==> src/rtl/fifo_write_arbiter.sv <==
// Round-robin, burst-locking arbiter for the shared FIFO write port.
// A grant lasts until last, MAX_BURST words, or the owner drops its request.
module fifo_write_arbiter #(
    parameter int N_REQ     = 4,
    parameter int WIDTH     = 8,
    parameter int MAX_BURST = 4
) (
    input  logic                   clk,
    input  logic                   nrst_in,
    input  logic [N_REQ-1:0]       req_in,
    input  logic [N_REQ*WIDTH-1:0] data_in,
    input  logic [N_REQ-1:0]       last_in,
    input  logic                   full_in,
    output logic [N_REQ-1:0]       ack_out,
    output logic [N_REQ-1:0]       grant_out,
    output logic                   write_out,
    output logic [WIDTH-1:0]       data_write_out,
    output logic                   busy_out
);

    localparam int OW = (N_REQ > 1) ? $clog2(N_REQ) : 1;
    localparam int CW = $clog2(MAX_BURST + 1);

    localparam logic [OW-1:0] LAST_IDX = OW'(N_REQ - 1);
    localparam logic [CW-1:0] CNT_TOP  = CW'(MAX_BURST - 1);

    typedef enum logic {
        IDLE,
        BUSY
    } state_t;

    state_t           state_q;
    state_t           state_d;
    logic [OW-1:0]    owner_q;
    logic [OW-1:0]    owner_d;
    logic [OW-1:0]    last_owner_q;
    logic [OW-1:0]    last_owner_d;
    logic [CW-1:0]    burst_cnt_q;
    logic [CW-1:0]    burst_cnt_d;
    logic [N_REQ-1:0] grant_q;
    logic [N_REQ-1:0] grant_d;

    logic [OW-1:0]    winner;
    logic             winner_ok;
    logic             owner_req;
    logic             owner_last;
    logic             accept;
    logic             release_now;

    function automatic logic [OW-1:0] wrap_add(
        input logic [OW-1:0] base,
        input int            step
    );
        int s;
        s = (int'(base) + step) % N_REQ;
        return OW'(s);
    endfunction

    function automatic logic [N_REQ-1:0] onehot(input logic [OW-1:0] idx);
        logic [N_REQ-1:0] v;
        v      = '0;
        v[idx] = 1'b1;
        return v;
    endfunction

    // Round-robin search; walking offsets downward lets the nearest one win.
    always_comb begin
        winner    = last_owner_q;
        winner_ok = 1'b0;
        for (int k = N_REQ; k >= 1; k--) begin
            if (req_in[wrap_add(last_owner_q, k)]) begin
                winner    = wrap_add(last_owner_q, k);
                winner_ok = 1'b1;
            end
        end
    end

    // Zero-latency write handshake for the current owner only.
    always_comb begin
        owner_req      = 1'b0;
        owner_last     = 1'b0;
        accept         = 1'b0;
        ack_out        = '0;
        data_write_out = '0;
        if (state_q == BUSY) begin
            owner_req      = req_in[owner_q];
            owner_last     = last_in[owner_q];
            accept         = owner_req & ~full_in;
            data_write_out = data_in[int'(owner_q)*WIDTH +: WIDTH];
            if (accept) begin
                ack_out = onehot(owner_q);
            end
        end
        write_out = accept;
    end

    // A full FIFO stalls the burst but never ends it.
    assign release_now = (state_q == BUSY) &&
                         (!owner_req ||
                          (accept && (owner_last || burst_cnt_q == CNT_TOP)));

    // Next-state logic: grant in IDLE, count or release in BUSY.
    always_comb begin
        state_d      = state_q;
        owner_d      = owner_q;
        last_owner_d = last_owner_q;
        burst_cnt_d  = burst_cnt_q;
        grant_d      = grant_q;
        unique case (state_q)
            IDLE: begin
                if (winner_ok) begin
                    state_d     = BUSY;
                    owner_d     = winner;
                    grant_d     = onehot(winner);
                    burst_cnt_d = '0;
                end
            end
            BUSY: begin
                if (release_now) begin
                    state_d      = IDLE;
                    grant_d      = '0;
                    last_owner_d = owner_q;
                    burst_cnt_d  = '0;
                end else if (accept) begin
                    burst_cnt_d = burst_cnt_q + CW'(1);
                end
            end
            default: begin
                state_d = IDLE;
                grant_d = '0;
            end
        endcase
    end

    // State registers; reset leaves requester 0 at top priority.
    always_ff @(posedge clk or negedge nrst_in) begin
        if (!nrst_in) begin
            state_q      <= IDLE;
            owner_q      <= '0;
            last_owner_q <= LAST_IDX;
            burst_cnt_q  <= '0;
            grant_q      <= '0;
        end else begin
            state_q      <= state_d;
            owner_q      <= owner_d;
            last_owner_q <= last_owner_d;
            burst_cnt_q  <= burst_cnt_d;
            grant_q      <= grant_d;
        end
    end

    assign grant_out = grant_q;
    assign busy_out  = (state_q == BUSY);

    a_ack_onehot: assert property (
        @(posedge clk) disable iff (!nrst_in) $onehot0(ack_out));
    a_grant_onehot: assert property (
        @(posedge clk) disable iff (!nrst_in) $onehot0(grant_out));
    a_no_write_full: assert property (
        @(posedge clk) disable iff (!nrst_in) write_out |-> !full_in);

endmodule

==> config.mk <==
export PLATFORM = sky130hd
export DESIGN_NAME = fifo_write_arbiter
export DESIGN_NICKNAME = d
export VERILOG_FILES = /design/src/rtl/fifo_write_arbiter.sv
export SDC_FILE = /design/constraint.sdc
export NUM_CORES = 1
export LEC_CHECK = 0
export CELL_PAD_IN_SITES_DETAIL_PLACEMENT = 2
export CELL_PAD_IN_SITES_GLOBAL_PLACEMENT = 2
export CORE_ASPECT_RATIO = 0.75
export CORE_MARGIN = 4
export CORE_UTILIZATION = 19
export DETAILED_ROUTE_END_ITERATION = 6
export PLACE_DENSITY_LB_ADDON = 0.1
export SLEW_MARGIN = 10
export SYNTH_ARGS = -nofsm -noshare
export SYNTH_HDL_FRONTEND = slang
export SYNTH_SLANG_ARGS = --single-unit
==> constraint.sdc <==
create_clock -name clk -period 1.56 [get_ports clk]
set_clock_uncertainty 0.05 [all_clocks]
set_input_delay 0.156 -clock clk [delete_from_list [all_inputs] [get_ports clk]]
set_output_delay 0.156 -clock clk [all_outputs]
set_load 0.02 [all_outputs]
# Word level (Yosys, flattened, before mapping)

Cells that the tools add are included.

Register bits: 12
Output and inout bits: 18
Bits of input ports: 43

Equal/unequal tests: 4
Magnitude comparators: 8
Bitwise gates (word level): 3
Reduce and logical (&&, ||, !) cells: 11
Shift operators: 1
Add/sub/neg operators: 5
Muxes and demuxes: 40

Operators with widths:

| kind                                                              | number |
|---|---|
| indexed part select 32 x 6 -> 8 bit                               | 1 |
| < comparator 2 x 3 -> 1 bit, second input constant                | 6 |
| two-way mux 1 bit                                                 | 17 |
| two-way mux 4 bit                                                 | 4 |
| binary-select mux 1 bit (select 2 bit)                            | 6 |
| two-way mux 3 bit                                                 | 3 |
| two-way mux 2 bit                                                 | 4 |
| two-way mux 8 bit                                                 | 1 |
| case mux 4 bit (2 select lines)                                   | 1 |
| AND reduction 2 bit                                               | 4 |
| case mux 3 bit (2 select lines)                                   | 1 |
| adder 2 x 1 -> 2 bit, second input constant                       | 2 |
| adder 2 bit, second input constant                                | 2 |
| demux 1 bit (select 2 bit)                                        | 2 |
| greater-or-equal comparator 2 x 1 -> 1 bit, second input constant | 2 |
| logical AND 1 bit                                                 | 4 |
| adder 3 x 1 -> 3 bit, second input constant                       | 1 |
| equality test 3 x 2 -> 1 bit, second input constant               | 1 |
| != test 3 x 1 -> 1 bit, second input constant                     | 1 |
| logical OR 1 bit                                                  | 2 |
| != test 2 x 1 -> 1 bit, second input constant                     | 1 |
| != test 2 bit, second input constant                              | 1 |
| inverter 1 bit                                                    | 2 |
| case mux 1 bit (2 select lines)                                   | 1 |
| other kinds (2)                                                   | 2 |

# Longest topological paths before layout

Gate-level depths: netlist (run 1).

Depth after elaboration: 13
Depth in mapped cells: 6
Mapped depth without buffers: 6

# Worst setup path before layout (run 1)

OpenSTA, ideal clock, no wires.

Kind: reg2out
Start: register owner_q[0]
End: output ack_out[2]
Slack: -300 ps
Cell stages (with the launch flop): 6
Data required time: 1354 ps
Arrival: 1654 ps
Cells stage by stage: dfrtp_1 buf_6 mux4_2 nand2_1 nor2_1 and3_1

Word-level cells in the longest chain between the ends: 6
Elaborated cells on any way between the ends: 10
Classes of those cells: 2 x order compare; 6 x mux; 1 x bitwise; 1 x reduce/logical

Ends and longest elaborated chain:

| item                                                                                                            | RTL line | text |
|---|---|---|
| start: declaration                                                                                              | 34       | `logic [OW-1:0] owner_q;` |
| start signal: assignment                                                                                        | 145      | `owner_q <= owner_d;` |
| < comparator 2 x 3 -> 1 bit (not written as such) or greater-or-equal comparator 2 x 1 -> 1 bit (tied branches) | 62       | `v[idx] = 1'b1;` |
| logical AND 1 bit (not written as such)                                                                         | 62       |  |
| two-way mux 1 bit (not written as such)                                                                         | 62       |  |
| demux 1 bit (select 2 bit)                                                                                      | 62       |  |
| two-way mux 4 bit (*)                                                                                           | 90       | `if (accept) begin` |
| two-way mux 4 bit (*)                                                                                           | 85       | `if (state_q == BUSY) begin` |
| end: declaration                                                                                                | 14       | `output logic [N_REQ-1:0] ack_out,` |

Every way passes the cells marked *; elsewhere a longest branch is shown, timed or not. The select of a mux whose other input is x is not followed.

# Worst setup path in the final report (run 1)

Start: register owner_q[0]
End: output data_write_out[2]

Word-level cells in the longest chain between the ends: 2

Ends and longest elaborated chain:

| item                                | RTL line | text |
|---|---|---|
| indexed part select 32 x 6 -> 8 bit | 89       | `data_write_out = data_in[int'(owner_q)*WIDTH +: WIDTH];` |
| two-way mux 8 bit                   | 85       |  |
| end: declaration                    | 17       | `output logic [WIDTH-1:0] data_write_out,` |

No other way between the ends.

==> flow_summary.toml, run 1 <==
[synthesis]
yosysSeqAreaShare = 0.298
synthesis.area_mm2 = 0.00102
synthMuxAreaShare = 0.299
synth-xor-area-share = 0
syn_avg_cell_area_um2 = 11.0
synth_top_family_by_area = "multiplexers"
synth_cell_types = 34
yosysWarningCount = 0
synth-seq-cells = 12
synthCells = 92
synth_compound_area_frac = 0.132
synth_nets = 137
synth_adder_area_share = 0.0246
synthSimpleGateAreaFrac = 0.196

[timing]
slew_violations = 0
period_needed_ns = 1.89
timing.final.crit_share = 1.21
rsz0062_at_grt = "true"
finalSetupViolCount = 23
relSlewSlack = 0.612
setup_slack_ns = -0.331
max_freq_mhz = 529
hold_ws_ns = 0.233
worstMarginPinSlew_ns = 0.580
hold_viol_final = 0

[worst_setup_path]
critPathCaptureType = "output pin"
cp_cell_sequence = "buf_6 > buf_6 > mux4_2 > and2_4 > buf_6"
critPathLaunchType = "register"
path_common_cell = "buf_6"
critPathTopFamily = "multiplexers"
slowest_delay_ns = 0.49
cp.arrival_ns = 1.68
path_class = "reg -> out"
crit_fanout = 5
cp_num_buf_inv = 3
slowest_stage = "mux4_2"
cp_data_required_time_ns = 1.35

[clock_network]
clock-root-buffer = "clkbuf_8"
cts_buffers = 3
clk_path_buf_depth = 2
cts_tree = "yes"
clk_pin_slew_ns = 0.05
clock-sinks = 12
insertion_delay_ns = 0.24
cts_max_level = 1
cts_hold_buf = 0

[detailed_routing]
ant_nets = 0
vias_per_cell = 4.44
drt_iter0_drc = 12
wire_per_inst_um = 16.9
drc = 0
finalWirelength_um = 4140
vias = 1087
dr.pass1.iters = 4

[cells_and_area]
nets = 220
drive_above_1_share = 0.526
area_growth_pct = 106
final_cell_mix = "clkdlybuf4s50_1 (43), buf_6 (19), buf_4 (18)"
final_common_cell = "clkdlybuf4s50_1"
diodes = 0

[flow_run]
maxCapViolations = 0

[place]
dp_hpwl_um = 3270
routabilityCongestion = 0.699
pre_cts_slack_ns = -0.627
portBuffers = 60

[pwr]
p_seq_frac = 0.159
pwr-share-clk = 0.079
switching_power_uw = 1460
p_leak_uw = 0.000882
combPwrFrac = 0.762
power_density_mw_per_mm2 = 1750
post-layout-total-power_uw = 3660
swShare = 0.399
vdd_drop_max_uv = 608
intPower_uw = 2200

[global_routing]
grt_max_degree = 17
grt_pass1_vias = 1235
met2_usage = 0.220
met3_usage = 0.0399
globalRouteOverflowTotal = 0
grt.total_usage = 0.126
grt_pass1_wl_um = 6510
grt_busiest_layer = "met2"
antenna_found_initial = 0
grtUsageMet1 = 0.154

[worst_hold_path]
hold_path_class = "in -> async"

[status]
status = "finished with violations"
violations = "setup timing"

[floorplanning]
num_rows = 22
core_area_mm2 = 0.00504
die_x_um = 92.4
initial_utilization = 0.202
dieArea_mm2 = 0.00659
die_y_um = 71.3
ios = 61
## worst register-to-register path: cells and delay by family, from the launching register on
kind	cells	cell delay, ns
mux	2	0.56
flops	1	0.42
buf+inv	2	0.28
compound gates	2	0.47
## logic make-up (layout without fill, tap and decap cells)
group,after synthesis,in the layout
simple gates,34,34
compound gates,16,16
fa+ha+maj,2,2
flops,12,12
mux,17,17
buf+inv,11,92
## sequential cells by signal (all words and copies together), names as in the netlist
signal,flops
grant_out,4
burst_cnt_q,3
last_owner_q,2
owner_q,2
busy_out,1
## through the flow
stage | TNS [ns] | instances | area, um^2 | utilization
floorplan | -1.44 | 92 | 1050 | -
global placement | -11.02 | 237 | 1850 | 0.368
detailed placement | -11.57 | 237 | 1850 | 0.368
CTS | -6.25 | 243 | 1970 | 0.391
global route | -7.45 | 245 | 2090 | 0.416
finish | -6.11 | 245 | 2090 | 0.416
## timing repair
| action | in CTS | in global routing |
|---|---|---|
| endpoints found under the setup margin | 26 | 25 |
| gates resized for setup | 96 | 29 |
| pin swaps | 15 | 9 |
| gates cloned | 0 | 0 |
| setup buffers | 3 | 3 |
## metal layers
| layer | part of all wire | vias to the layer above |
|---|---|---|
| met5 | 0 | - |
| met4 | 0.0060 | 0 |
| met3 | 0.050 | 4 |
| met2 | 0.52 | 26 |
| met1 | 0.42 | 546 |
| li1 | - | 511 |
## power by group through the flow
stage	Clock [uW]	Sequential [uW]	Combinational (uW)
finish	287	582	2790
global route	305	602	3010
CTS	294	585	2600
detailed placement	0	576	2330
global placement	0	570	2270
floorplan	0	577	1320
## area by class of cell
cell class	instances	area, um^2
inverter	4	15.0
fill	528	2940
timing repair buffer	85	831
sequential	12	304
multi-input combinational	69	812
tap	72	90.1
clock buffer	3	41.3
## final timing paths
path / cells past startpoint / endpoint / from / slack (ns)
setup / recovery: 5 / data_write_out[2] / owner_q[0]$_DFFE_PN0P_ / -0.33
hold / removal: 1 / burst_cnt_q[2]$_DFFE_PN0P_ / nrst_in / 0.23
setup reg to reg: 6 / last_owner_q[1]$_DFFE_PN1P_ / owner_q[0]$_DFFE_PN0P_ / -0.30
hold reg to reg: 1 / burst_cnt_q[1]$_DFFE_PN0P_ / burst_cnt_q[1]$_DFFE_PN0P_ / 0.47
max in group asynchronous: 1 / owner_q[0]$_DFFE_PN0P_ / nrst_in / 0.81
min in group clk: 1 / burst_cnt_q[1]$_DFFE_PN0P_ / burst_cnt_q[1]$_DFFE_PN0P_ / 0.47
## synthesized netlist by cell type, drive strengths merged
master,number,area (um^2)
a211o,1,8.76
a211oi,1,7.51
a21oi,2,10.0
a22oi,1,12.5
a31oi,2,27.5
a32o,4,40.0
and2,9,56.3
and3,2,12.5
and4b,1,10.0
buf,3,21.3
clkbuf,4,15.0
dfrtp,10,250
dfstp,2,52.6
ha,2,25.0
inv,4,15.0
mux2,5,63.8
mux2i,3,30.0
mux4,9,210
nand2,4,15.0
nand2b,2,12.5
nand3,1,5.00
nor2,3,11.3
nor2b,3,21.3
nor3,2,10.0
nor3b,1,7.51
nor4,3,18.8
o211ai,1,7.51
o21ai,4,20.0
or2,3,18.8
(Power assumes the default switching activity.)
==> inputs of run 2 (changes only) <==
Settings changed: CORE_ASPECT_RATIO 0.75 to 0.8.
==> flow_summary.toml, run 2 (synthesis results as in run 1) <==
[status]
status = "finished with violations"
violations = "setup timing"

[flow_run]
maxCapViolations = 0

[global_routing]
globalRouteOverflowTotal = 0
grt.total_usage = 0.133
grt_pass1_wl_um = 6870
grt_pass1_vias = 1366
grt_max_degree = 17
antenna_found_initial = 0

[detailed_routing]
wire_per_inst_um = 18.3
vias = 1114
ant_nets = 0
highest_layer = "met4"
drt_iter0_drc = 25
vias_per_cell = 4.72
dr.pass1.iters = 3
wl_met2_um = 2370
wl_met3_um = 155
m1WireLength_um = 1750
finalWirelength_um = 4320
drc = 0

[worst_setup_path]
path_class = "reg -> out"
worst_r2r_endpoint = "burst_cnt_q[0]$_DFFE_PN0P_"
rr_worst_depth = 7
critPathCaptureType = "output pin"
critPathLaunchType = "register"
r2r_start = "owner_q[0]$_DFFE_PN0P_"
crit_fanout = 4
cp_data_required_time_ns = 1.35
r2r_slack_ns = -0.27
cp.arrival_ns = 1.72

[floorplanning]
ios = 61
die_y_um = 73.4
dieArea_mm2 = 0.00659
num_rows = 23
die_x_um = 89.8
initial_utilization = 0.199
core_area_mm2 = 0.00509

[place]
dp_cells = 232
pre_cts_slack_ns = -0.656
portBuffers = 60
routabilityCongestion = 0.712
dp_hpwl_um = 3430

[timing]
hold_viol_final = 0
slew_violations = 0
period_needed_ns = 1.93
relSlewSlack = 0.612
setup_slack_ns = -0.370
rsz0062_at_grt = "true"
timing.final.crit_share = 1.24
finalSetupViolCount = 22
fin_tns_setup_ns = -6.02
worstMarginPinSlew_ns = 0.580
max_freq_mhz = 518

[cells_and_area]
final_common_cell = "clkdlybuf4s50_1"
final_cell_mix = "clkdlybuf4s50_1 (43), buf_4 (22), buf_6 (17)"
nets = 221
area_growth_pct = 101
n_fill_cell = 541
fin_cells = 236
drive_above_1_share = 0.506
largest_register_ffs = 4
diodes = 0

[clock_network]
cts_buffers = 3
cts_max_level = 1
clock-sinks = 12
clock-root-buffer = "clkbuf_8"
clk_path_buf_depth = 2
insertion_delay_ns = 0.24
clk_pin_slew_ns = 0.05
cts_tree = "yes"

[pwr]
p_leak_uw = 0.000864
vdd_drop_max_uv = 426
power_density_mw_per_mm2 = 1770
post-layout-total-power_uw = 3610

[worst_hold_path]
hold_path_class = "in -> async"
## run 2: changes by cell type in the layout (fill, tap and decap cells not counted), sizes merged
cell          previous run  this run
dlygate4sd2              1         3
buf                     38        39
dlymetal6s2s             3         1
## run 2: final cells by class
class | count | area, um^2 | area share
Inverter | 4 | 15.0 | 0.00736
Timing Repair Buffer | 86 | 826 | 0.405
Sequential cell | 12 | 304 | 0.149
Tap cell | 62 | 77.6 | 0.0380
Multi-Input combinational cell | 69 | 776 | 0.380
Clock buffer | 3 | 41.3 | 0.0202
## run 2: power by group
part	total, uW	switching [uW]	leakage [uW]	internal, uW
Sequential	585	129	0.000150	456
Combinational	2750	1240	0.000692	1510
Clock	279	109	0.0000216	170
## run 2: how the worst max path moves through the flow
stage	startpoint	end	slack, ns	cells past startpoint
after floorplan	owner_q[0]$_DFFE_PN0P_	last_owner_q[1]$_DFFE_PN1P_	-0.11	5
after global placement	req_in[3]	ack_out[2]	-0.62	6
after detailed placement	req_in[3]	ack_out[2]	-0.66	6
after CTS	owner_q[0]$_DFFE_PN0P_	ack_out[2]	-0.34	5
after global routing	owner_q[0]$_DFFE_PN0P_	ack_out[3]	-0.40	5
final	owner_q[0]$_DFFE_PN0P_	ack_out[2]	-0.37	5
## run 2: metal layers
metal | global-route usage | up-vias
li1 | - | 512
met1 | 0.145 | 568
met2 | 0.267 | 30
met3 | 0.0287 | 4
met4 | 0.0306 | 0
met5 | 0 | -
## run 2: metrics by stage
step,cell area [um^2],util,hold WS [ns]
floorplan,1050,-,-0.190
global placement,1880,0.369,0.440
detailed placement,1880,0.369,0.470
CTS,2000,0.393,0.258
global route,2040,0.400,0.286
finish,2040,0.400,0.242
## run 2: critical path, stage by stage (launching register included)
cell     delay (ns)
dfrtp_2        0.42
mux4_2         0.59
nand2_4        0.12
nor2_4         0.05
and3_4         0.18
buf_6          0.12
## run 2: what timing repair did
action | 4_1_cts | 5_1_grt
pin swaps | 14 | 4
gates cloned | 0 | 0
resized for setup | 106 | 9
hold endpoints to repair | 0 | 0
setup endpoints to repair | 24 | 25
hold buffers | 0 | 0
buffers inserted | 3 | 1
